`src/rtl/slice_pack_pkg.sv`:
```
// slice_pack_pkg: shared widths, op codes, FSM encoding and the pack function
//   A_W/B_W/D_W : operand and result widths
//   OP_*        : pack op codes
//   state_t     : controller FSM state encoding
//   xact_t      : operands captured for one transaction
//   pack()      : builds the packed byte from slices of a and b
package slice_pack_pkg;

    localparam int A_W = 8;
    localparam int B_W = 7;
    localparam int D_W = 8;

    localparam logic [1:0] OP_SWAP_LO = 2'b00;
    localparam logic [1:0] OP_ROT     = 2'b01;
    localparam logic [1:0] OP_MERGE   = 2'b10;
    localparam logic [1:0] OP_SLICE   = 2'b11;

    typedef logic [1:0] state_t;

    localparam state_t ST_IDLE = 2'd0;
    localparam state_t ST_CAPT = 2'd1;
    localparam state_t ST_PACK = 2'd2;
    localparam state_t ST_HOLD = 2'd3;

    typedef struct packed {
        logic           src;
        logic [1:0]     op;
        logic [A_W-1:0] a;
        logic [B_W-1:0] b;
    } xact_t;

    function automatic logic [D_W-1:0] pack(
        input logic [1:0]     op,
        input logic [A_W-1:0] a,
        input logic [B_W-1:0] b
    );
        pack = (op == OP_SWAP_LO) ? {a[3:0], b[3:0]} :
               (op == OP_ROT)     ? {b[3:0], a[7:4]} :
               (op == OP_MERGE)   ? {b[6:3], a[3:0]} :
                                    {6'b0, a[3:2]};
    endfunction

endpackage

```
`src/rtl/slice_pack_rr_arb.sv`:
```
// slice_pack_rr_arb: 2-way arbiter with last-winner pointer and registered grants
//   clk, rst     : clock, async active-high reset
//   en           : arbitration allowed this cycle
//   req0, req1   : requests
//   gnt0, gnt1   : registered one-cycle grant pulses
//   win          : combinational winner index (meaningful while take=1)
//   take         : a request is accepted this cycle
module slice_pack_rr_arb #(
    parameter bit FAIR = 1'b1
) (
    input  logic clk,
    input  logic rst,
    input  logic en,
    input  logic req0,
    input  logic req1,
    output logic gnt0,
    output logic gnt1,
    output logic win,
    output logic take
);

    logic last_src_q, last_src_d;
    logic gnt0_q, gnt0_d;
    logic gnt1_q, gnt1_d;

    // With a single requester the winner is simply whoever asks (~req0);
    // only a true tie under FAIR consults the pointer.
    always_comb begin
        take       = en & (req0 | req1);
        win        = (FAIR && req0 && req1) ? ~last_src_q : ~req0;
        last_src_d = take ? win : last_src_q;
        gnt0_d     = take & ~win;
        gnt1_d     = take & win;
    end

    always_ff @(posedge clk or posedge rst) begin
        if (rst) begin
            last_src_q <= 1'b1;
            gnt0_q     <= 1'b0;
            gnt1_q     <= 1'b0;
        end else begin
            last_src_q <= last_src_d;
            gnt0_q     <= gnt0_d;
            gnt1_q     <= gnt1_d;
        end
    end

    assign gnt0 = gnt0_q;
    assign gnt1 = gnt1_q;

endmodule

```
`src/rtl/slice_pack_arbiter.sv`:
```
// slice_pack_arbiter: two requesters sharing one slice/concat pack unit
//   clk, rst           : clock, async active-high reset
//   req*/op*/a*/b*     : per-requester request, op code and operands
//   gnt0, gnt1         : one-cycle pulse when a request is captured
//   out_data, out_src  : packed byte and its requester index
//   out_valid/ready    : output handshake, data held until accepted
//   busy               : FSM not in IDLE
module slice_pack_arbiter
    import slice_pack_pkg::*;
#(
    parameter bit             FAIR       = 1'b1,
    parameter logic [D_W-1:0] RESET_DATA = 8'h00
) (
    input  logic           clk,
    input  logic           rst,
    input  logic           req0,
    input  logic           req1,
    input  logic [1:0]     op0,
    input  logic [1:0]     op1,
    input  logic [A_W-1:0] a0,
    input  logic [A_W-1:0] a1,
    input  logic [B_W-1:0] b0,
    input  logic [B_W-1:0] b1,
    output logic           gnt0,
    output logic           gnt1,
    output logic [D_W-1:0] out_data,
    output logic           out_src,
    output logic           out_valid,
    input  logic           out_ready,
    output logic           busy
);

    state_t         state_q, state_d;
    xact_t          xact_q, xact_d;
    logic [D_W-1:0] out_data_q, out_data_d;
    logic           out_src_q, out_src_d;
    logic           win, take;

    slice_pack_rr_arb #(.FAIR(FAIR)) u_arb (
        .clk  (clk),
        .rst  (rst),
        .en   (state_q == ST_IDLE),
        .req0 (req0),
        .req1 (req1),
        .gnt0 (gnt0),
        .gnt1 (gnt1),
        .win  (win),
        .take (take)
    );

    // Operands are latched on the same edge the arbiter records its winner,
    // so later input changes cannot leak into the transaction.
    always_comb begin
        state_d = (state_q == ST_IDLE) ? (take ? ST_CAPT : ST_IDLE) :
                  (state_q == ST_CAPT) ? ST_PACK :
                  (state_q == ST_PACK) ? ST_HOLD :
                  (out_ready ? ST_IDLE : ST_HOLD);
        xact_d = take ? {win, win ? op1 : op0, win ? a1 : a0, win ? b1 : b0} : xact_q;
        out_data_d = (state_q == ST_PACK) ? pack(xact_q.op, xact_q.a, xact_q.b) : out_data_q;
        out_src_d  = (state_q == ST_PACK) ? xact_q.src : out_src_q;
    end

    always_ff @(posedge clk or posedge rst) begin
        if (rst) begin
            state_q    <= ST_IDLE;
            xact_q     <= '0;
            out_data_q <= RESET_DATA;
            out_src_q  <= 1'b0;
        end else begin
            state_q    <= state_d;
            xact_q     <= xact_d;
            out_data_q <= out_data_d;
            out_src_q  <= out_src_d;
        end
    end

    assign out_data  = out_data_q;
    assign out_src   = out_src_q;
    assign out_valid = (state_q == ST_HOLD);
    assign busy      = (state_q != ST_IDLE);

endmodule

```
`config.mk`:
```
export PLATFORM = sky130hd
export DESIGN_NAME = slice_pack_arbiter
export DESIGN_NICKNAME = d
export VERILOG_FILES = /design/src/rtl/slice_pack_pkg.sv /design/src/rtl/slice_pack_rr_arb.sv /design/src/rtl/slice_pack_arbiter.sv
export SDC_FILE = /design/constraint.sdc
export NUM_CORES = 1
export LEC_CHECK = 0
export CAP_MARGIN = 20
export CORE_ASPECT_RATIO = 1.1
export CORE_MARGIN = 2
export CORE_UTILIZATION = 50
export DETAILED_ROUTE_END_ITERATION = 10
export DONT_BUFFER_PORTS = 1
export MAX_ROUTING_LAYER = met4
export SYNTH_ARGS = -nofsm -noshare
export SYNTH_HDL_FRONTEND = slang
export SYNTH_SLANG_ARGS = --single-unit
export TNS_END_PERCENT = 30
```
`constraint.sdc`:
```
create_clock -name clk -period 2.8 [get_ports clk]
set_input_delay 0.56 -clock clk [delete_from_list [all_inputs] [get_ports clk]]
set_output_delay 0.56 -clock clk [all_outputs]
set_load 0.05 [all_outputs]
```
# Word-level counts from Yosys, hierarchy flattened
# Index checks and enable logic that the tools add are counted.
# totals
latchBits	0
n_memories	0
input_bits	39
ram_bits	0
rom_bits	0
reg_bits	32
# classes
bitwise	7
add_sub_neg	0
reduce_logical	4
n_div	0
n_lt_le_gt_ge	0
n_eq_ne	5
n_mul	0
shift	0
mux	12
# ops
cell	count
8-bit 2-to-1 mux	4
2-bit 2-to-1 mux	5
7-bit 2-to-1 mux	1
2-bit == test, second input constant	3
2-bit by 1-bit == test with 1-bit output, second input constant	2
2-bit logical NOT	2
1-bit AND	3
1-bit NOT	3
1-bit 2-to-1 mux	2
2-bit nonzero test	1
1-bit logical AND	1
1-bit bitwise OR	1

# Logic depth before layout (Yosys ltp)
# Gate-level depths: netlist of the first run.
# logic_depth
word_depth	4
ltp_mapped	5
mapped_depth_nobuf	3

# Cells and area by module
# From an unflattened synthesis of the first run, not the netlist that was laid out.
# hier_totals
hier_cells	142
hier_area_um2	1547.7
# by_module_without_submodules
module	cells_per_inst	area_per_inst_um2	instances
slice_pack_arbiter	130	1421.4	1
slice_pack_rr_arb	12	126.4	1

# Least setup slack after synthesis of the first run
# OpenSTA, ideal clock, no wires.
# synth_path
kind	reg2out
start	register state_q[0]
end	output port busy
path_stages_with_launch	4
setup_slack_ns	1.208
arrival_time_ns	1.032
cell_sequence	dfrtp_1 -> nor2_1 -> clkbuf_1 -> inv_1
# synth_between
elab_chain_cells	1
# synth_lines
item	line_no	text
from (decl)	slice_pack_arbiter.sv:33	state_t state_q, state_d;
from (signal assigned)	slice_pack_arbiter.sv:70	state_q <= state_d;
2-bit nonzero test	slice_pack_arbiter.sv:80	assign busy = (state_q != ST_IDLE);
to (decl)	slice_pack_arbiter.sv:30	output logic busy
# No other way between the ends.

# Final worst setup path of the first run
# Ends and elaborated chain as after synthesis.

==> results of run 1 <==
-- power breakdown --
| group | internal (W) | switching, W | total (W) |
|---|---|---|---|
| Sequential | 0.000664 | 0.000397 | 0.00106 |
| Clock | 0.000119 | 0.000159 | 0.000278 |
| Combinational | 0.000378 | 0.000308 | 0.000686 |
| Total | 0.00116 | 0.000864 | 0.00203 |
-- how the worst max path moves through the flow --
stage / from / endpoint / slack [ps]
floorplan: state_q[0]$_DFF_PP0_ / busy / 1210
global placement: state_q[0]$_DFF_PP0_ / xact_q[8]$_DFFE_PP0P_ / 900
detailed placement: state_q[0]$_DFF_PP0_ / xact_q[8]$_DFFE_PP0P_ / 800
CTS: state_q[0]$_DFF_PP0_ / busy / 540
global route: state_q[0]$_DFF_PP0_ / busy / 400
finish: state_q[0]$_DFF_PP0_ / busy / 530
-- final cells by class --
| type | instances | area [um^2] | share of cell area |
|---|---|---|---|
| Clock buffer | 6 | 51.3 | 0.0322 |
| Tap cell | 34 | 42.5 | 0.0267 |
| Sequential cell | 32 | 802 | 0.504 |
| Inverter | 2 | 7.51 | 0.00471 |
| Clock inverter | 2 | 10.0 | 0.00628 |
| Timing Repair Buffer | 2 | 15.0 | 0.00943 |
| Multi-Input combinational cell | 80 | 664 | 0.417 |
-- per-stage QoR --
step                setup WS, ps  cells  hold slack (ps)  utilization  area, um^2
finish                       527    158              184        0.527        1590
global route                 396    158              192        0.527        1590
CTS                          536    158              186        0.527        1590
detailed placement           805    150              470        0.507        1530
global placement             900    150              477        0.507        1530
floorplan                   1210    127              446            -        1560
-- kinds of logic after synthesis --
logic type | share of synthesized area
compound gates | 0.241
buf+inv | 0.0594
flops | 0.514
mux | 0.118
simple gates | 0.0674
-- per-layer routing --
| layer | track usage | vias to the layer above | part of all wire | routed length (um) |
|---|---|---|---|---|
| li1 | - | 472 | - | - |
| met1 | 0.253 | 471 | 0.47 | 1450 |
| met2 | 0.251 | 45 | 0.44 | 1340 |
| met3 | 0.0683 | 7 | 0.065 | 200 |
| met4 | 0.0901 | 0 | 0.024 | 74 |
| met5 | - | - | 0 | 0 |
-- state kept, by name, summed over array words and instances, names as in the netlist --
name              cells
u_arb.last_src_q      1
state_q               2
out_data              8
u_arb.gnt0            1
u_arb.gnt1            1
out_src               1
xact_q               18
-- cell usage after synthesis, drive strengths merged --
cell type / n
dfrtp: 31
mux2: 7
mux2i: 6
o21ai: 6
nor2: 1
and2: 1
a21oi: 1
and3: 2
o22a: 2
nand3b: 4
a21boi: 17
or2: 1
dfstp: 1
a21o: 2
buf: 10
mux4: 2
clkbuf: 3
nand2b: 2
a221o: 17
nand2: 9
inv: 2
-- critical path: stages, from the launching register on --
cell	delay [ps]
dfrtp_1	410
nor2_1	550
inv_1	420
==> impl_results.md, run 1 <==
- Area added between synthesis and finish: 2.17%
- Post-synth top area share: 0.498
- Synth Area per Inst: 12.3 um^2
- Port-buffer cells: 0
- Die width: 57.2 um
- Worst reg-to-reg path cell count: 3
- Reg2reg end: xact_q[8]$_DFFE_PP0P_
- H-tree Lvls: 2
- Routed WL: 3.07 mm
- WP data arrival: 1710 ps
- Design Power: 0.00203 W
- Worst VDD drop: 841 uV
- Routed vias: a little under 1k
- Worst Setup End Kind: primary output
- Router iterations before antenna repair: 4
- Vias in the first global route: between 900 and 1k
- CTS Buffer Depth: 2
- Hold Buf Count CTS: 0
- IO Pins: 52
- FF-to-FF Start: state_q[0]$_DFF_PP0_
- Starting Density: 0.516
- Seq/Total Area, Yosys: 0.514
- Yosys reg bits: 32
- Most frequent cells in the layout: 31 x dfrtp_1, 17 x a21boi_0, 10 x a221o_1
- Synth Instances: 127
- CTS tree: done
- Row cnt: 21
- Synth cell types: 26
- Antenna Nets Post-Route: 0
- Cell taking the most area after synthesis: dfrtp_1
- # nets final: between 150 and 200
- Final setup viols: 0
- RSZ-0062 raised after global routing: no
- Ys Warns: 0
- GRT Overall Usage: 0.188
- Die area: 3580 um^2
- Max cap viols: 0
- Setup_tns: 0 ps
- Layout cells sized above 1: 0.226
- CTS resizes: 0
- Initial DRC count: 42
- Cell Area, Synth: 1560 um^2
- Postcts setup bufs: 0
- GRT overflow: 0
- Pwr/cell area: 1270 nW/um^2
- Rel. slew slack: 0.520
- DRC viols: 0
- Antenna Cells: 0
- Skew final: 8.28 ps
- Final Hold Fails: 0
- Clock Sinks: 32
- Clk_lat worst skew: 330 ps
- Largest cells by area after synthesis: dfrtp_1 50%, a21boi_0 8.2%, a221o_1 6.4%, a221o_2 5.1%, mux2_2 5.1%
- Syn nets: ~170
- Fmax: about 440 MHz
- Largest net degree at the start of global routing: 33
- Worst Path Class, Setup: flop to primary output
- Post-route minimum period: 2270 ps
- Hold Crit Class: input port to asynchronous set/reset pin
- Routability cong.: 0.758
- Fin. max-slew vios: 0
- TritonCTS Buffers: 5
- Startpoint Class: flop
- Clk slew on worst S/H paths: 100 ps
- Leakage power: 0.701 nW
- Largest fanout on the critical path: 13
- Die Height: 62.6 um
- Reg2Reg Setup Slack: 760 ps
- Layout fillers: 262
- Root Buffer: clkbuf_4
- Status: finished, final reports clean
- Leading cell type in the layout, fill and taps excluded: dfrtp_1
- Worst slew pin tran: between 700 and 800 ps
- WL/cell: 19.4 um
- Critical Path RT: 2240 ps
- Post-DP HPWL: between 2 and 2.5 mm
- Vias per cell: 6.30
- Final period util: 0.812
- Core area: 3020 um^2
- Initial antenna violation count: 0
- Global-route wire length before repair: between 4 and 5 mm
Power figures use the tool's default switching activity.
==> run 2: changes to the inputs <==
Settings changed: PLACE_DENSITY set to 0.68.
Clock period 2.8 ns to 1.9 ns, I/O delays scaled along.
==> impl_results.md, run 2 (synthesis results as in run 1) <==
- Status: finished, final reports clean (unchanged)
- TritonCTS Buffers: 5 (unchanged)
- Most frequent cells in the layout: 31 x dfrtp_1, 17 x a21boi_0, 10 x a221o_1 (unchanged)
- CTS tree: done (unchanged)
- Die width: 57.2 um (unchanged)
- Fin. max-slew vios: 0 (unchanged)
- WP data arrival: 1320 ps (was 1710 ps)
- Setup_tns: 0 ps (unchanged)
- CTS Buffer Depth: 2 (unchanged)
- Routed vias: 1032 (was 995)
- Crit path max-delay family: flip-flops (was simple AND/OR/NAND/NOR gates)
- Layout cells sized above 1: 0.260 (was 0.226)
- Worst VDD drop: 1120 uV (was 841 uV)
- Routability cong.: 0.822 (was 0.758)
- Die Height: 62.6 um (unchanged)
- Worst slew pin tran: 530 ps (was 720 ps)
- Critical Path End: busy (unchanged)
- Vias per cell: 6.25 (was 6.30)
- Row cnt: 21 (unchanged)
- CTS resizes: 0 (unchanged)
- Routed WL: 3.21 mm (was 3.07 mm)
- Comb power frac: 0.343 (was 0.339)
- Final Hold Fails: 0 (unchanged)
- Core area: 3020 um^2 (unchanged)
- Final setup viols: 0 (unchanged)
- Leakage power: 0.741 nW (was 0.701 nW)
- Die area: 3580 um^2 (unchanged)
- WP depth: 3 (was 2)
- Placed cell count: 157 (was 150)
- Layout fillers: 264 (was 262)
- Largest Register: xact_q (unchanged)
- IO Pins: 52 (unchanged)
- Largest net degree at the start of global routing: 33 (unchanged)
- Hold Crit Class: input port to asynchronous set/reset pin (unchanged)
- Vias in the first global route: 1073 (was 954)
- Final period util: 0.896
- Reg2Reg Setup Slack: 430 ps (was 760 ps)
- Non-filler cells, final: 165 (was 158)
- Clk_lat worst skew: 330 ps (about the same)
- Clk slew on worst S/H paths: 100 ps (about the same)
- Critical Path RT: 1520 ps (was 2240 ps)
- Starting Density: 0.516 (unchanged)
- GRT overflow: 0 (unchanged)
- Skew final: 7.16 ps (was 8.28 ps)
- Slowest stage cell, crit path: dfrtp_1 (was nor2_1)
- H-tree Lvls: 2 (unchanged)
- Global-route wire length before repair: 5.18 mm (was 4.86 mm)
- Worst reg-to-reg path cell count: 4 (was 3)
- Critical path buffers and inverters: 2 (was 1)
- Postcts setup bufs: 0 (unchanged)
- FF-to-FF Start: state_q[0]$_DFF_PP0_ (unchanged)
- Psw: 0.00129 W (was 0.000864 W)
- Initial antenna violation count: 0 (unchanged)
- Port-buffer cells: 0 (unchanged)
- Fmax: about 590 MHz
- Crit-path cells: nor2_1 -> inv_1 -> buf_4 (was nor2_1 -> inv_1)
- Leading cell type in the layout, fill and taps excluded: dfrtp_1 (unchanged)
- Max reg flops: 18 (unchanged)
- Pwr/cell area: 1900 nW/um^2 (was 1270 nW/um^2)
- Post-route minimum period: 1700 ps
- Max cap viols: 0 (unchanged)
- GRT Overall Usage: 0.197 (was 0.188)
- Startpoint Class: flop (unchanged)
- Worst Setup End Kind: primary output (unchanged)
- Area added between synthesis and finish: 6.50% (was 2.17%)
- Router iterations before antenna repair: 4 (unchanged)
- Design Power: 0.00315 W (was 0.00203 W)
- Clock Sinks: 32 (unchanged)
- Antenna Nets Post-Route: 0 (unchanged)
- Register share of total power: 0.496 (was 0.524)
- CP Launch Point: state_q[0]$_DFF_PP0_ (unchanged)
- Sw frac: 0.410 (was 0.426)
- DRC viols: 0 (unchanged)
- Crit path largest cell delay: 420 ps (was 550 ps)
- Hold Buf Count CTS: 0 (unchanged)
- Post-DP HPWL: 2.36 mm (was 2.22 mm)
- Largest fanout on the critical path: 6 (was 13)
- RSZ-0062 raised after global routing: no (unchanged)
- Antenna Cells: 0 (unchanged)
- Pint: 0.00186 W (was 0.00116 W)
- Root Buffer: clkbuf_4 (unchanged)
- Final worst slack: 197 ps (was 527 ps)
- Clock power share: 0.161 (was 0.137)
- Rel. slew slack: 0.647 (was 0.520)
- WL/cell: 19.4 um (about the same)
- Initial DRC count: 35 (was 42)
- # nets final: 169 (was 162)
- Reg2reg end: xact_q[15]$_DFFE_PP0P_ (was xact_q[8]$_DFFE_PP0P_)
- DP Worst Slack: 458 ps (was 805 ps)
- Worst Path Class, Setup: flop to primary output (unchanged)
-- run 2: cell types whose count changed in the layout (fill, tap and decap cells not counted) --
cell       before  now
clkbuf_1        0    1
buf_4           2    9
clkinv_2        2    1
clkbuf_8        1    0
bufinv_16       0    1
-- run 2: power groups by stage --
| stage | logic (W) | registers, W | clock network, W |
|---|---|---|---|
| final | 0.00108 | 0.00156 | 0.000509 |
| after global routing | 0.00119 | 0.00160 | 0.000546 |
| after CTS | 0.00109 | 0.00156 | 0.000522 |
| after detailed placement | 0.00109 | 0.00157 | 0 |
| after global placement | 0.00105 | 0.00156 | 0 |
| after floorplan | 0.00100 | 0.00142 | 0 |
-- run 2: layer usage --
metal	up-vias	track usage	routed length (um)
li1	483	-	-
met1	510	0.267	1480
met2	35	0.287	1500
met3	4	0.0600	186
met4	0	0.0610	36
met5	-	-	0
-- run 2: worst reg2reg max path: stages, from the launching register on --
cell and delay, ps:
dfrtp_1 420, nor2_1 290, buf_4 230, a21boi_0 100
a221o_2 330
-- run 2: stage by stage --
step,hold slack [ps],utilization,instance area (um^2)
floorplan,446,-,1560
global placement,375,0.524,1580
detailed placement,377,0.524,1580
CTS,13.5,0.549,1660
global route,31.8,0.549,1660
finish,7.17,0.549,1660
-- run 2: worst min-delay path by stage --
| stage | from | end | slack (ps) |
|---|---|---|---|
| floorplan | xact_q[17]$_DFFE_PP0P_ | xact_q[17]$_DFFE_PP0P_ | 450 |
| global placement | rst | u_arb.gnt1$_DFF_PP0_ | 380 |
| detailed placement | rst | u_arb.gnt1$_DFF_PP0_ | 380 |
| CTS | rst | out_data[1]$_DFFE_PP0N_ | 10 |
| global route | rst | u_arb.gnt1$_DFF_PP0_ | 30 |
| finish | rst | xact_q[17]$_DFFE_PP0P_ | 7 |
-- run 2: layout make-up --
class | instances | area (um^2) | share of cell area
Clock buffer | 6 | 41.3 | 0.0249
Clock inverter | 2 | 35.0 | 0.0211
Inverter | 2 | 7.51 | 0.00452
Multi-Input combinational cell | 80 | 664 | 0.400
Sequential cell | 32 | 802 | 0.483
Tap cell | 34 | 42.5 | 0.0256
Timing Repair Buffer | 9 | 67.6 | 0.0407
